===== src/rtl/input_cond_pkg.sv =====
// Shared types and constants for the push-button input conditioner.
// Optional feature: define HOLD_REPEAT_EN to enable hold-to-repeat pulses.
package input_cond_pkg;

    localparam int unsigned SYNC_STAGES = 2;

    typedef enum logic [1:0] {
        IDLE,
        CONFIRM_PRESS,
        PRESSED,
        CONFIRM_RELEASE
    } cond_state_t;

    function automatic logic is_confirm(input cond_state_t st);
        return (st == CONFIRM_PRESS) || (st == CONFIRM_RELEASE);
    endfunction

endpackage


===== src/rtl/debounce_channel.sv =====
// One button channel: synchronizer, debounce FSM/counter, press pulse.
// Hold-to-repeat pulses are built only when HOLD_REPEAT_EN is defined.
module debounce_channel
    import input_cond_pkg::*;
#(
    parameter int unsigned DebounceCycles = 50000,
    parameter int unsigned RepeatDelay    = 25000000,
    parameter int unsigned RepeatPeriod   = 5000000
) (
    input  logic clk_i,
    input  logic rst_ni,
    input  logic raw_i,
    output logic level_o,
    output logic pulse_o,
    output logic busy_o
);

    localparam int unsigned CntW = $clog2(DebounceCycles + 1);
    localparam logic [CntW-1:0] CntLast = CntW'(DebounceCycles - 1);
    localparam logic [CntW-1:0] CntSat  = '1;

    if (DebounceCycles < 1 || RepeatDelay < 1 || RepeatPeriod < 1) begin : g_bad_cfg
        $error("debounce_channel: DebounceCycles/RepeatDelay/RepeatPeriod must be >= 1");
    end

    logic [SYNC_STAGES-1:0] sync_q;
    logic                   s;
    cond_state_t            state_q, state_d;
    logic [CntW-1:0]        cnt_q, cnt_d;
    logic                   level_q, level_d;
    logic                   pulse_q, pulse_d;
    logic                   busy_q;

`ifdef HOLD_REPEAT_EN
    localparam int unsigned RptMax = (RepeatDelay > RepeatPeriod) ? RepeatDelay : RepeatPeriod;
    localparam int unsigned RptW   = $clog2(RptMax + 1);

    logic [RptW-1:0] rpt_q, rpt_d, rpt_last;
    // Low while waiting out the initial delay, high once into periodic repeats.
    logic            rpt_period_q, rpt_period_d;

    assign rpt_last = rpt_period_q ? RptW'(RepeatPeriod - 1) : RptW'(RepeatDelay - 1);
`endif

    assign s = sync_q[SYNC_STAGES-1];

    always_comb begin
        state_d = state_q;
        cnt_d   = cnt_q;
        level_d = level_q;
        pulse_d = 1'b0;
`ifdef HOLD_REPEAT_EN
        rpt_d        = rpt_q;
        rpt_period_d = rpt_period_q;
`endif
        unique case (state_q)
            IDLE: begin
                if (s) begin
                    state_d = CONFIRM_PRESS;
                    cnt_d   = '0;
                end
            end
            CONFIRM_PRESS: begin
                if (!s) begin
                    state_d = IDLE;
                end else if (cnt_q == CntLast) begin
                    state_d = PRESSED;
                    level_d = 1'b1;
                    pulse_d = 1'b1;
`ifdef HOLD_REPEAT_EN
                    rpt_d        = '0;
                    rpt_period_d = 1'b0;
`endif
                end else if (cnt_q != CntSat) begin
                    cnt_d = cnt_q + CntW'(1);
                end
            end
            PRESSED: begin
                if (!s) begin
                    state_d = CONFIRM_RELEASE;
                    cnt_d   = '0;
                end
`ifdef HOLD_REPEAT_EN
                else if (rpt_q == rpt_last) begin
                    pulse_d      = 1'b1;
                    rpt_d        = '0;
                    rpt_period_d = 1'b1;
                end else begin
                    rpt_d = rpt_q + RptW'(1);
                end
`endif
            end
            CONFIRM_RELEASE: begin
                // Bouncing back resumes PRESSED; the repeat counter stays frozen meanwhile.
                if (s) begin
                    state_d = PRESSED;
                end else if (cnt_q == CntLast) begin
                    state_d = IDLE;
                    level_d = 1'b0;
                end else if (cnt_q != CntSat) begin
                    cnt_d = cnt_q + CntW'(1);
                end
            end
            default: state_d = IDLE;
        endcase
    end

    always_ff @(posedge clk_i or negedge rst_ni) begin
        if (!rst_ni) begin
            sync_q  <= '0;
            state_q <= IDLE;
            cnt_q   <= '0;
            level_q <= 1'b0;
            pulse_q <= 1'b0;
            busy_q  <= 1'b0;
        end else begin
            sync_q  <= {sync_q[SYNC_STAGES-2:0], raw_i};
            state_q <= state_d;
            cnt_q   <= cnt_d;
            level_q <= level_d;
            pulse_q <= pulse_d;
            busy_q  <= is_confirm(state_d);
        end
    end

`ifdef HOLD_REPEAT_EN
    always_ff @(posedge clk_i or negedge rst_ni) begin
        if (!rst_ni) begin
            rpt_q        <= '0;
            rpt_period_q <= 1'b0;
        end else begin
            rpt_q        <= rpt_d;
            rpt_period_q <= rpt_period_d;
        end
    end
`endif

    assign level_o = level_q;
    assign pulse_o = pulse_q;
    assign busy_o  = busy_q;

endmodule


===== src/rtl/input_conditioner.sv =====
// N_BTN independent debounced push-button channels with press pulses.
// Define HOLD_REPEAT_EN to add auto-repeat pulses while a button is held.
module input_conditioner
    import input_cond_pkg::*;
#(
    parameter int unsigned N_BTN           = 4,
    parameter int unsigned DEBOUNCE_CYCLES = 50000,
    parameter int unsigned REPEAT_DELAY    = 25000000,
    parameter int unsigned REPEAT_PERIOD   = 5000000
) (
    input  logic             clk,
    input  logic             reset,
    input  logic [N_BTN-1:0] btn_raw,
    output logic [N_BTN-1:0] btn_level,
    output logic [N_BTN-1:0] btn_pulse,
    output logic             busy
);

    logic [N_BTN-1:0] chan_busy;

    for (genvar i = 0; i < N_BTN; i++) begin : g_ch
        debounce_channel #(
            .DebounceCycles (DEBOUNCE_CYCLES),
            .RepeatDelay    (REPEAT_DELAY),
            .RepeatPeriod   (REPEAT_PERIOD)
        ) u_ch (
            .clk_i   (clk),
            .rst_ni  (reset),
            .raw_i   (btn_raw[i]),
            .level_o (btn_level[i]),
            .pulse_o (btn_pulse[i]),
            .busy_o  (chan_busy[i])
        );
    end

    // Each per-channel flag is already a flop, so busy has no path from btn_raw.
    assign busy = |chan_busy;

endmodule


===== config.mk =====
export PLATFORM = sky130hd
export DESIGN_NAME = input_conditioner
export DESIGN_NICKNAME = d
export VERILOG_FILES = /design/src/rtl/input_cond_pkg.sv /design/src/rtl/debounce_channel.sv /design/src/rtl/input_conditioner.sv
export SDC_FILE = /design/constraint.sdc
export NUM_CORES = 1
export LEC_CHECK = 0
export CORE_MARGIN = 1.5
export CORE_UTILIZATION = 65
export CTS_BUF_LIST = sky130_fd_sc_hd__clkbuf_4
export DETAILED_ROUTE_END_ITERATION = 6
export GPL_ROUTABILITY_DRIVEN = 0
export PLACE_DENSITY_LB_ADDON = 0.1
export RECOVER_POWER = 100
export SYNTH_ARGS = -nofsm -noshare
export SYNTH_HDL_FRONTEND = slang
export SYNTH_SLANG_ARGS = --single-unit

===== constraint.sdc =====
create_clock -name clk -period 6.35 [get_ports clk]
set_input_delay 0.9525 -clock clk [delete_from_list [all_inputs] [get_ports clk]]
set_output_delay 0.9525 -clock clk [all_outputs]
set_load 0.005 [all_outputs]

* After elaboration in Yosys (flattened, before gate mapping) *
Index checks and enable logic that the tools add are counted.

operators by class
  add/subtract/negate cells = 4
  equal/unequal tests = 52
  multiplexer cells = 88
  reductions and logical operators = 21

operators by type and width
  kind                                                   count
  two-way mux 16 bit                                     24
  case mux 16 bit (4 select lines)                       4
  adder 16 x 1 -> 16 bit, second input constant          4
  equality test 16 bit, second input constant            4
  inequality test 16 bit, second input constant          4
  two-way mux 2 bit                                      24
  inequality test 2 x 1 -> 1 bit, second input constant  16
  case mux 2 bit (4 select lines)                        4
  two-way mux 1 bit                                      28
  equality test 2 bit, second input constant             12
  AND reduction 5 bit                                    4
  equality test 2 x 1 -> 1 bit, second input constant    8
  inequality test 2 bit, second input constant           8
  AND reduction 4 bit                                    4
  logical NOT 2 bit                                      4
  case mux 1 bit (2 select lines)                        4
  nonzero test 2 bit                                     4
  logical OR 1 bit                                       4
  OR reduction 4 bit                                     1

storage, ports and cells
  flip-flop bits (word level) = 92
  output and inout port bits = 9

* Depth between registers and ports, before layout *
  word-level depth = 6
  gate-level depth with buffers = 8
  gate-level depth less buffers = 7

* Modules after synthesis *
Synthesis repeated with hierarchy kept, for this count alone.

unflattened totals
  cell total of the unflattened synthesis = 533
  area total of the unflattened synthesis = 5107.4 um^2

modules (own cells, without submodules)
  module                                instances  cells each  area each (um^2)  sequential area each (um^2)
  debounce_channel at g_ch[1].u_ch ...  2          138         1296.2            575.6
  debounce_channel at g_ch[3].u_ch      1          130         1310.0            550.5
  debounce_channel at g_ch[0].u_ch      1          126         1197.4            575.6
  input_conditioner                     1          1           7.5               0.0

* Least setup slack after synthesis *
OpenSTA, ideal clock, no wires.

  path kind = reg-to-reg
  start = register g_ch[1].u_ch.cnt_q[4]
  end = register g_ch[1].u_ch.cnt_q[0]
  setup time = 0.125 ns
  data arrival time = 1.946 ns
  required time = 6.225 ns
  setup slack = 4.279 ns
  stages on the path, launching flop included = 8
  buffers on the path = 1
  clock period less this slack = 2.071 ns
  path through = dfrtp_1 -> or4_4 -> nor4_4 -> a31o_1 -> buf_6 -> inv_6 -> o21ai_4 -> mux2_2

between the ends
  cells in the longest elaborated chain, start to end = 5
  elaborated cells between the ends (all ways) = 7
  classes of those cells = 2 x eq/ne; 5 x mux

RTL lines
  item                                          RTL line                                         text
  from (decl)                                   debounce_channel.sv:29                           logic [CntW-1:0] cnt_q, cnt_d;
  from (signal assigned)                        debounce_channel.sv:119                          cnt_q <= cnt_d;
  inequality test 16 bit                        debounce_channel.sv:74, debounce_channel.sv:100
  two-way mux 16 bit                            n/a
  two-way mux 16 bit (*)                        n/a
  two-way mux 16 bit, on equally long branches  n/a
  case mux 16 bit (4 select lines) (*)          n/a

Mark *: on every way between the ends. The rest lies on a longest branch, timed or not. The select of a mux whose other input is x is not followed.
A chain may end at the register's enable or synchronous reset.

* Worst setup path in the final report *
  start = register g_ch[0].u_ch.state_q[0]
  end = register g_ch[0].u_ch.cnt_q[0]

between the ends
  cells in the longest elaborated chain, start to end = 3
  elaborated cells between the ends (all ways) = 10
  classes of those cells = 7 x eq/ne; 1 x mux; 2 x reduce/logical

RTL lines
  item                                                                                      RTL line                 text
  from (decl)                                                                               debounce_channel.sv:28   cond_state_t state_q, state_d;
  from (signal assigned)                                                                    debounce_channel.sv:118  state_q <= state_d;
  equality test 2 bit, or another cell as far along                                         debounce_channel.sv:56   unique case (state_q)
  inequality test 2 bit (no source line) or inequality test 2 x 1 -> 1 bit (tied branches)  n/a
  AND reduction 4 bit (no source line)                                                      n/a
  to (signal assigned)                                                                      debounce_channel.sv:119
  to (decl)                                                                                 debounce_channel.sv:29

Several ways; a longest one is shown, not always the timed one.

==> results by stage <==
Logic synthesis:
- The cell type with the highest aggregate area in the netlist is sky130_fd_sc_hd__dfrtp_1.
- The sequential area share after synthesis is roughly 45%.
- For this run, the number of Yosys warnings is 0.
- The number of nets in the synthesized netlist is 522.
- The fraction of registers with async set or reset after synthesis is 100%.
- The proportion of netlist area held by the largest area contributor is between 40 and 50%.
- Counting distinct cell types in the post-synthesis netlist gives 72.
- The instance count of the mapped netlist is 512.
- Ranked by instance count, the synthesized netlist is headed by sky130_fd_sc_hd__dfrtp_1, sky130_fd_sc_hd__nand2_1, sky130_fd_sc_hd__nand3_1.
- The average cell area after synthesis is between 9 and 10 um2.
- Ranked by total cell area, the synthesized netlist is headed by sky130_fd_sc_hd__dfrtp_1, sky130_fd_sc_hd__nand2_1, sky130_fd_sc_hd__nand3_1.
- In the post-synthesis netlist, the cell with the most instances is sky130_fd_sc_hd__dfrtp_1.
- The number of flip-flops and latches in the synthesized netlist is 88.
- The prevailing post-synth register cell is sky130_fd_sc_hd__dfrtp_1.
- Yosys mapped a number of flops with a built-in enable equal to 0.
- After synthesis the cells add up to 4910 um2.

Die:
- During I/O placement, the number of pins put on the boundary was 15.
- After floorplanning, the core was divided into 31 placement rows.
- The overall die height is 89.9 um.
- After floorplanning, the core was sized to cover 7290 um2.
- Once the floorplan was initialized, standard cells occupied 67.4% of the core.
- The die is about 90 um wide.
- The die area is between 8000 and 9000 um2.

Timing:
- The number of endpoints failing setup at the final stage is 0.
- Static timing analysis puts the maximum clock frequency at 233 MHz.
- The total negative setup slack is 0 ns.
- Counting I/O delays and the setup requirement, the final critical path takes ~4.3 ns.
- Clock skew on the completed layout was measured at 0.00875 ns.
- The worst path uses 67.6% of the clock period.
- Setup repair after global routing left no endpoint under its margin.
- The worst slew margin relative to its limit is -28.9%.
- The total count of max-transition violations in the final report is 60.
- The hold violation total from the final report is 0.
- At the pin with the least slew margin, the transition time is between 1.5 and 2 ns.

Worst setup path:
- The worst register-to-register path begins at g_ch[0].u_ch.state_q[0].
- Among all stages on the critical path, the largest delay is contributed by sky130_fd_sc_hd__o41ai_1.
- In this design, the stage delay of the slowest critical-path cell is 1.64 ns.
- The endpoint kind of the worst setup timing path is a flop.
- Data on the critical path arrives at its endpoint at 4.64 ns.
- The kind of start point of the critical path is a flop.
- The critical path in this run is classified as flop to flop.
- The capture point of the critical path is g_ch[0].u_ch.cnt_q[0].
- Of all nets on the critical path, the largest fanout is 28.
- The number of cells on the worst reg-to-reg path is 5.
- The data required time at the worst endpoint is 6.70 ns.
- The signal on the critical path passes through nand3_1 > o41ai_1 > clkinv_1 > o21ai_4 > mux2_2.
- For flop-to-flop paths, the worst setup slack is about 2.1 ns.
- The endpoint of the lowest-slack register-to-register path is g_ch[0].u_ch.cnt_q[0].
- The most critical setup path has its startpoint at g_ch[0].u_ch.state_q[0].

Placement:
- In this run, placement finished with an instance count of 601.
- The post-DP HPWL is 6.81 mm.
- The number of port buffers is 14.

Pwr:
- The worst supply voltage drop on vdd is 0.000166 V.
- The standby leakage power is about 2.2 nW.
- The sequential cell fraction of total power is a little under two thirds.
- The overall power of the completed layout is 1.00 mW.
- The internal power of the cells totals 0.707 mW.
- Combinational logic burns 8.6% of the power.
- The clock network accounts for 27.7% of the total power.
- For this design the ratio of total power to cell area is just under 200 nW/um2.
- Of the total power, the share spent switching nets is 29.4%.
- Summed over all nets, the switching power comes to 0.294 mW.

CTS:
- The later-pin clock latency in the skew report is 0.44 ns.
- The maximum number of buffers from clock root to sink is 2.
- The TritonCTS clock tree is yes.
- The post-cts repair resize count is 0.
- The post-CTS setup repair buffer count is 0.
- The total clock buffers created by CTS is 9.
- The number of buffers inserted by hold repair at cts is 0.
- The total number of H-tree levels is 3.
- The cell chosen for the clock root is sky130_fd_sc_hd__clkbuf_4.
- Clock-pin slew was measured on the worst setup and hold paths at roughly 0.14 ns.
- For this design, the sink count on the clock tree is 88.

Routing:
- The detailed router's first-iteration violation count is roughly 170.
- The average detailed-routed wire length per instance is 16.4 um.
- The DRC violation count after routing is 0.
- The number of antenna-violating nets in the routed design is 0.
- The ratio of routed vias to standard cells is 6.51.
- The detailed-route wire length is between 10 and 15 mm.
- The first TritonRoute pass finished after 5 iterations.
- Detailed routing inserted a total of ~4.0k vias.

Outcome:
- The checks that failed: max-capacitance violations, max-slew violations.
- The run finished, with violations left.

Cells and area:
- For this run, the post-layout net count is 523.
- The synthesis-to-finish area growth is 3.74%.
- After filler insertion, the fill cell instance count of the layout stands at between 500 and 600.
- Of the cells placed in the final design, the portion with a size suffix greater than 1 is 9.46%.
- The finished layout holds 617 standard cells, fillers aside.
- The repair_antennas step left the layout with diodes totalling 0.

Min path:
- The path class of the tightest hold or removal check is flop to flop.

GRT:
- The maximum number of pins on one net before global-route repair is 61.
- The total overflow reported by the global router is 0.
- The initial antenna violation count is 0.
- The first global-routing pass estimated 17.2 mm of wire.
- The number of global-route vias before repair came to 3,744.
- In the global route stage, overall resource usage came out at 26.0%.

Flow run:
- Max-cap violations in this run came to 3.
==> kinds of logic after synthesis <==
group           Yosys count  synth area share, %
flops                    88                 44.8
mux                       8                 1.76
simple gates            262                 30.5
fa+ha+maj                 4                 1.02
compound gates          105                 16.4
xor+xnor                  5                0.891
buf+inv                  40                 4.58
==> registers in the layout, indices dropped and copies added, names as in the netlist <==
signal and count:
g_ch.u_ch.sync_q 8, g_ch.u_ch.busy_o 1, g_ch.u_ch.pulse_o 4, g_ch.u_ch.level_o 4, g_ch.u_ch.cnt_q 64, g_ch.u_ch.state_q 7
==> layout by cell type, fill, tap and decap left out, types with 4 or more instances in the layout <==
cell / instances
sky130_fd_sc_hd__a211o_1: 7
sky130_fd_sc_hd__a21o_1: 5
sky130_fd_sc_hd__a21oi_1: 8
sky130_fd_sc_hd__a22o_1: 10
sky130_fd_sc_hd__a22o_2: 4
sky130_fd_sc_hd__and3_1: 21
sky130_fd_sc_hd__and4_1: 7
sky130_fd_sc_hd__clkbuf_4: 9
sky130_fd_sc_hd__dfrtp_1: 88
sky130_fd_sc_hd__dlygate4sd3_1: 13
sky130_fd_sc_hd__ha_1: 4
sky130_fd_sc_hd__inv_1: 11
sky130_fd_sc_hd__mux2_2: 5
sky130_fd_sc_hd__nand2_1: 67
sky130_fd_sc_hd__nand2b_1: 8
sky130_fd_sc_hd__nand3_1: 43
sky130_fd_sc_hd__nand3b_1: 6
sky130_fd_sc_hd__nand4_1: 15
sky130_fd_sc_hd__nor2_1: 22
sky130_fd_sc_hd__nor2b_1: 6
sky130_fd_sc_hd__nor3_1: 7
sky130_fd_sc_hd__nor3b_1: 8
sky130_fd_sc_hd__nor4_1: 4
sky130_fd_sc_hd__nor4b_1: 12
sky130_fd_sc_hd__o211ai_1: 5
sky130_fd_sc_hd__o21ai_0: 30
sky130_fd_sc_hd__or2_2: 4
sky130_fd_sc_hd__or3_1: 8
==> power by group through the flow <==
stage	clock (mW)	combinational [mW]	sequential [mW]
after global routing	0.305	0.0986	0.644
after global placement	0	0.0851	0.643
after detailed placement	0	0.0901	0.647
after floorplan	0	0.0715	0.628
final	0.278	0.0860	0.637
after CTS	0.287	0.0904	0.636
==> per-layer routing <==
layer | vias to the layer above | part of all wire [%] | GRT usage (%)
met5 | - | 0 | 0
met1 | 1988 | 46 | 35.1
met2 | 89 | 49 | 42.3
met3 | 15 | 3.3 | 3.89
li1 | 1922 | - | -
met4 | 0 | 1.7 | 10.7
==> critical path, delay by kind of cell, from the launching register on <==
family          cells  cell delay (ns)
flops               1             0.80
mux                 1             0.40
buf+inv             1             0.61
simple gates        1             0.36
compound gates      2             2.02
==> area by class of cell <==
type	count	area, um2	area share, %
clock buffer	9	67.6	1.33
clock inverter	7	48.8	0.957
inverter	13	50.0	0.982
multi-input combinational	384	2460	48.2
sequential	88	2200	43.2
tap	99	124	2.43
timing repair buffer	17	149	2.92
==> worst min path at each step <==
stage                             end  cells past startpoint  slack [ns]                    from
5_1_grt        g_ch[2].u_ch.sync_q[1]                      0        0.38  g_ch[2].u_ch.sync_q[0]
4_1_cts        g_ch[2].u_ch.sync_q[1]                      0        0.37  g_ch[2].u_ch.sync_q[0]
6_report       g_ch[2].u_ch.sync_q[1]                      0        0.37  g_ch[2].u_ch.sync_q[0]
3_3_place_gp   g_ch[3].u_ch.sync_q[1]                      0        0.33  g_ch[3].u_ch.sync_q[0]
3_5_place_dp   g_ch[2].u_ch.sync_q[1]                      0        0.34  g_ch[2].u_ch.sync_q[0]
2_1_floorplan  g_ch[0].u_ch.sync_q[1]                      0        0.33  g_ch[0].u_ch.sync_q[0]
==> per-stage QoR <==
| stage | setup WS (ns) | hold WS (ns) | util [%] | cell area [um2] |
|---|---|---|---|---|
| global route | 1.53 | 0.378 | 69.9 | 5100 |
| CTS | 3.12 | 0.370 | 70.5 | 5140 |
| floorplan | 4.28 | 0.331 | - | 4910 |
| finish | 2.06 | 0.370 | 69.9 | 5100 |
| global placement | 3.61 | 0.333 | 68.9 | 5030 |
| detailed placement | 3.53 | 0.338 | 68.9 | 5030 |
(Power assumes the default switching activity.)
